$ cat config.mk
export PLATFORM = sky130hd
export DESIGN_NAME = switch_key_in
export DESIGN_NICKNAME = d
export VERILOG_FILES = /design/src/rtl/switch_key_in.sv
export SDC_FILE = /design/constraint.sdc
export NUM_CORES = 1
export LEC_CHECK = 0
export ABC_AREA = 1
export CAP_MARGIN = 20
export CORE_MARGIN = 4
export CORE_UTILIZATION = 60
export CTS_BUF_LIST = sky130_fd_sc_hd__clkbuf_4
export DETAILED_ROUTE_END_ITERATION = 10
export PLACE_DENSITY = 0.93
export REMOVE_ABC_BUFFERS = 1
export SLEW_MARGIN = 15
export SYNTH_ARGS = -nofsm -noshare
export SYNTH_HDL_FRONTEND = slang
export SYNTH_SLANG_ARGS = --single-unit
$ cat constraint.sdc
create_clock -name clk -period 3 [get_ports clk]
set_clock_uncertainty 0.15 [all_clocks]
set_input_delay 0.9 -clock clk [delete_from_list [all_inputs] [get_ports clk]]
set_output_delay 0.9 -clock clk [all_outputs]
set_load 0.005 [all_outputs]
$ cat src/rtl/switch_key_in.sv
// switch_key_in: synchronised, debounced DIP-switch / push-key input peripheral with key-event interrupt.
// Optional macro KEY_RELEASE_EVENT_EN adds release events in PEND/MASK[2*KEY_W-1:KEY_W] (needs KEY_W <= 16).
module switch_key_in #(
  parameter int TICK_DIV = 50000,
  parameter int KEY_W    = 8
) (
  input  logic             clk,
  input  logic             reset,
  input  logic [1:0]       addr,
  input  logic             we,
  input  logic [31:0]      in,
  output logic [31:0]      out,
  input  logic [31:0]      sw_in,
  input  logic [KEY_W-1:0] key_in,
  output logic             irq
);
  localparam int N  = 32 + KEY_W;
`ifdef KEY_RELEASE_EVENT_EN
  localparam int PW = 2 * KEY_W;
`else
  localparam int PW = KEY_W;
`endif
  localparam int CW = (TICK_DIV > 1) ? $clog2(TICK_DIV) : 1;

  logic [CW-1:0]       cnt_q, cnt_d;
  logic [N-1:0]        sync1_q, sync1_d, sync2_q, sync2_d;
  logic [2:0][N-1:0]   hist_q, hist_d;
  logic [N-1:0]        deb_q, deb_d;
  logic [PW-1:0]       pend_q, pend_d, mask_q, mask_d;
  logic                irq_q, irq_d;
  logic                tick;
  logic [N-1:0]        stable;
  logic [KEY_W-1:0]    key_rise, key_fall;
  logic [PW-1:0]       ev;

  // A bit is stable when the three most recent tick samples agree.
  for (genvar gi = 0; gi < N; gi++) begin : g_stable
    assign stable[gi] = (hist_d[0][gi] == hist_d[1][gi]) && (hist_d[1][gi] == hist_d[2][gi]);
  end

  if (PW < 32) begin : g_unused_in
    logic unused_in;
    assign unused_in = ^in[31:PW];
  end

  always_comb begin
    tick    = (cnt_q == CW'(TICK_DIV - 1));
    cnt_d   = tick ? '0 : cnt_q + CW'(1);
    sync1_d = {key_in, sw_in};
    sync2_d = sync1_q;
    hist_d  = hist_q;
    deb_d   = deb_q;
    if (tick) begin
      hist_d = {hist_q[1:0], sync2_q};
      deb_d  = (deb_q & ~stable) | (hist_d[0] & stable);
    end
  end

  always_comb begin
    key_rise = deb_d[N-1:32] & ~deb_q[N-1:32];
    key_fall = deb_q[N-1:32] & ~deb_d[N-1:32];
`ifdef KEY_RELEASE_EVENT_EN
    ev = {key_fall, key_rise};
`else
    ev = key_rise;
`endif
    pend_d = pend_q;
    mask_d = mask_q;
    if (we && addr == 2'd2) pend_d = pend_q & ~in[PW-1:0];
    if (we && addr == 2'd3) mask_d = in[PW-1:0];
    // A fresh event overrides a simultaneous write-1-to-clear.
    pend_d = pend_d | ev;
    irq_d  = |(pend_q & mask_q);
  end

  always_ff @(posedge clk) begin
    if (reset) begin
      cnt_q   <= '0;
      sync1_q <= '0;
      sync2_q <= '0;
      hist_q  <= '0;
      deb_q   <= '0;
      pend_q  <= '0;
      mask_q  <= '0;
      irq_q   <= 1'b0;
    end else begin
      cnt_q   <= cnt_d;
      sync1_q <= sync1_d;
      sync2_q <= sync2_d;
      hist_q  <= hist_d;
      deb_q   <= deb_d;
      pend_q  <= pend_d;
      mask_q  <= mask_d;
      irq_q   <= irq_d;
    end
  end

  always_comb begin
    out = '0;
    case (addr)
      2'd0:    out = deb_q[31:0];
      2'd1:    out[KEY_W-1:0] = deb_q[N-1:32];
      2'd2:    out[PW-1:0] = pend_q;
      default: out[PW-1:0] = mask_q;
    endcase
  end

  assign irq = irq_q;

  // Release events only exist when the macro is defined.
`ifndef KEY_RELEASE_EVENT_EN
  logic unused_fall;
  assign unused_fall = ^key_fall;
`endif

endmodule

==> flow_metrics.py <==
metrics = {
    "critical_path": {
        "crit_arrival_ns": 1.90,
        "crit_type": "in -> out",
        "max_stage_delay_ns": 0.28,
        "worst_r2r_path_depth": 10,
        "startpoint": "addr[1]",
        "path_max_fanout": 4,
        "slowest_stage": "dlygate4sd2_1",
        "worstReg2RegStart": "cnt_q[0]$_SDFF_PP0_",
        "cp-start-kind": "input pin",
        "path_cells": "buf_2 -> inv_4 -> nor2_4 -> buf_4 -> a221oi_1 -> o21ai_1 -> dlygate4sd2_1",
        "rrSetupSlack_ns": 0.52,
        "end_kind": "primary output",
        "worstPathRequired_ns": 1.95,
    },
    "min_path": {
        "worstHoldPathCells": 2,
        "holdCritPathClass": "reg -> reg",
        "min_to": "sync2_q[11]$_SDFF_PP0_",
        "min_from": "sync1_q[11]$_SDFF_PP0_",
    },
    "final_layout": {
        "syn2layout_area_growth_pct": 15.5,
        "drive_above_1_share_pct": 8.45,
        "layout.nets": 1879,
        "utilization_pct": 70.5,
    },
    "detailed_routing": {
        "antenna_left": 0,
        "routedWlPerCell_um": 12.3,
        "via_count": 10500,
        "drt_first_pass_iters": 6,
        "first_iter_violations": 619,
        "drc": 0,
        "post_drt_via_cell_ratio": 5.09,
        "drt-total-wl_um": 25500,
    },
    "die": {
        "core_um2": 18700,
        "ios": 110,
        "rows": 50,
        "start_util_pct": 61.1,
        "die_w_um": 146,
        "fp.dieH_um": 146,
        "dieArea_um2": 21300,
    },
    "logic_synthesis": {
        "synth_common_cells": "409 x nand2_1, 338 x nor2_1, 286 x inv_1, 273 x dfxtp_1, 142 x nand3_1",
        "netlist.area_leader.share_pct": 47.8,
        "synth_flop_cell": "dfxtp_1",
        "synth_seq_cells": 273,
        "ys_warn_count": 0,
        "synth_edf_count": 0,
        "synthArstFlopShare_pct": 0,
        "syn_area_um2": 11400,
        "yosysSeqAreaShare_pct": 47.8,
        "synthTopCellsByArea": "dfxtp_1 48%, nand2_1 13%, nor2_1 11%, inv_1 9.4%, nand3_1 6.2%",
        "synthesis.instances": 1694,
        "synth_most_common_cell": "nand2_1",
        "avgSynthCellArea_um2": 6.74,
        "post_synth_num_cell_types": 32,
        "yosysTopAreaCell": "dfxtp_1",
    },
    "place": {
        "dp_hpwl_um": 15800,
        "io_buffers": 85,
        "gp_congestion": 0.883,
    },
    "timing": {
        "max_slew.worst_pin.slew_ns": 0.798,
        "max_slew_margin_pct": 46.6,
        "fmax_mhz": 339,
        "period_minus_slack_ns": 2.95,
        "rsz0062_at_grt": "yes",
        "min_period_over_period_pct": 98.3,
        "slew_viol_final": 0,
        "setup_viol": 0,
        "hold_violations": 0,
    },
    "global_routing": {
        "grtUsageTotal_pct": 23.5,
        "grt_max_degree": 170,
        "grt_antenna_before_repair": 1,
        "grt_pass1_vias": 10200,
        "grt.overflow.total": 0,
        "grt_pass1_wl_um": 43000,
    },
    "cts": {
        "cts_root_buf": "clkbuf_4",
        "clock_sinks": 273,
        "h-tree-depth": 3,
        "cts_hold_buffers": 0,
        "clk_latency_ns": 0.66,
        "cts_setup_buffers": 0,
        "clk_pin_slew_ns": 0.06,
        "cts_buffers": 70,
        "ctsLongestPathBuffers": 3,
        "cts_tree": "built",
    },
    "power": {
        "power-per-cell-area_nw_per_um2": 518,
        "power_mw": 6.83,
        "irDropWorstVdd_mv": 0.259,
        "p_leak_nw": 6.37,
    },
    "run": {
        "max-cap-violations": 0,
    },
    "run_status": {
        "outcome": "finished, final reports clean",
    },
}
## cell type report
cell class,count,area (um2)
timing repair buffer,104,998
multi-input combinational,1062,4560
clock buffer,101,758
inverter,290,1090
antenna,1,2.50
clock inverter,5,22.5
fill,1448,5510
sequential,273,5470
tap,234,293
## routing by layer
| layer | share of wire [%] | GRT usage (%) | wire length, um | vias to the layer above |
|---|---|---|---|---|
| li1 | - | - | - | 5365 |
| met1 | 41 | 26.6 | 10500 | 4778 |
| met2 | 50 | 42.8 | 12800 | 323 |
| met3 | 5.7 | 4.33 | 1450 | 65 |
| met4 | 2.6 | 11.0 | 650 | 0 |
| met5 | 0 | 0 | 0 | - |
## repair_timing
action,4_1_cts,5_1_grt
pin swaps,2,0
setup endpoints to repair,32,6
resized for setup,53,10
## worst max-delay path: cells and delay by family
| family | cells | cell delay (ns) |
|---|---|---|
| buffers and inverters | 4 | 0.64 |
| AND/OR/NAND/NOR | 1 | 0.04 |
| AO/OA/AOI/OAI | 2 | 0.32 |
## cells by family (layout without fill, tap and decap cells)
family | Yosys count | count (layout) | synth area share [%]
other | 0 | 1 | 0
AO/OA/AOI/OAI | 137 | 137 | 6.59
adder cells (fa/ha/maj) | 1 | 1 | 0.109
AND/OR/NAND/NOR | 922 | 922 | 32.7
flip-flops | 273 | 273 | 47.8
buffers and inverters | 359 | 500 | 12.6
XOR/XNOR | 2 | 2 | 0.153
## metrics by stage
stage	cells	TNS, ns	worst slack, ns	cell area (um2)	hold slack [ns]
after floorplan	1625	-107.50	-1.33	11100	0.238
after CTS	2069	0	0.00156	13200	0.237
final	2070	0	0.0504	13200	0.239
after global routing	2070	-0.0489	-0.0477	13200	0.260
after detailed placement	1963	-19.16	-0.658	12400	0.243
after global placement	1963	-18.81	-0.641	12400	0.239
## how the worst max path moves through the flow
stage	cells after the start	endpoint
floorplan	13	flop
global placement	9	out[3]
detailed placement	7	out[5]
CTS	7	out[0]
global route	7	out[4]
finish	7	out[4]
## where the power goes
part	internal, mW	switching [mW]	leakage (nW)
clock	1.52	1.35	0.474
sequential	3.68	0.0311	2.22
combinational	0.109	0.141	3.68
## layout by cell type, fill, tap and decap left out, types with 2 or more instances in the layout
master           count
nor2_2               2
nor2_1             336
or2_2                2
nand3b_1             2
buf_6                2
clkdlybuf4s50_1     50
clkinv_1             3
nor2_4               6
inv_2                6
o21ai_0             26
dlygate4sd2_1       30
buf_4               15
o22ai_1              4
o31ai_2              2
a21oi_1             66
o2111ai_1            2
nor3_1               9
a221oi_2             2
nand4_1             10
nand2_1            408
clkbuf_4           101
o21ai_1             26
o21ai_2              5
dfxtp_1            273
buf_12               4
nand2_4              2
nand3_1            142
inv_1              284
xnor2_1              2
a221oi_1             3
Note: power is estimated with default switching activity, not from simulation.
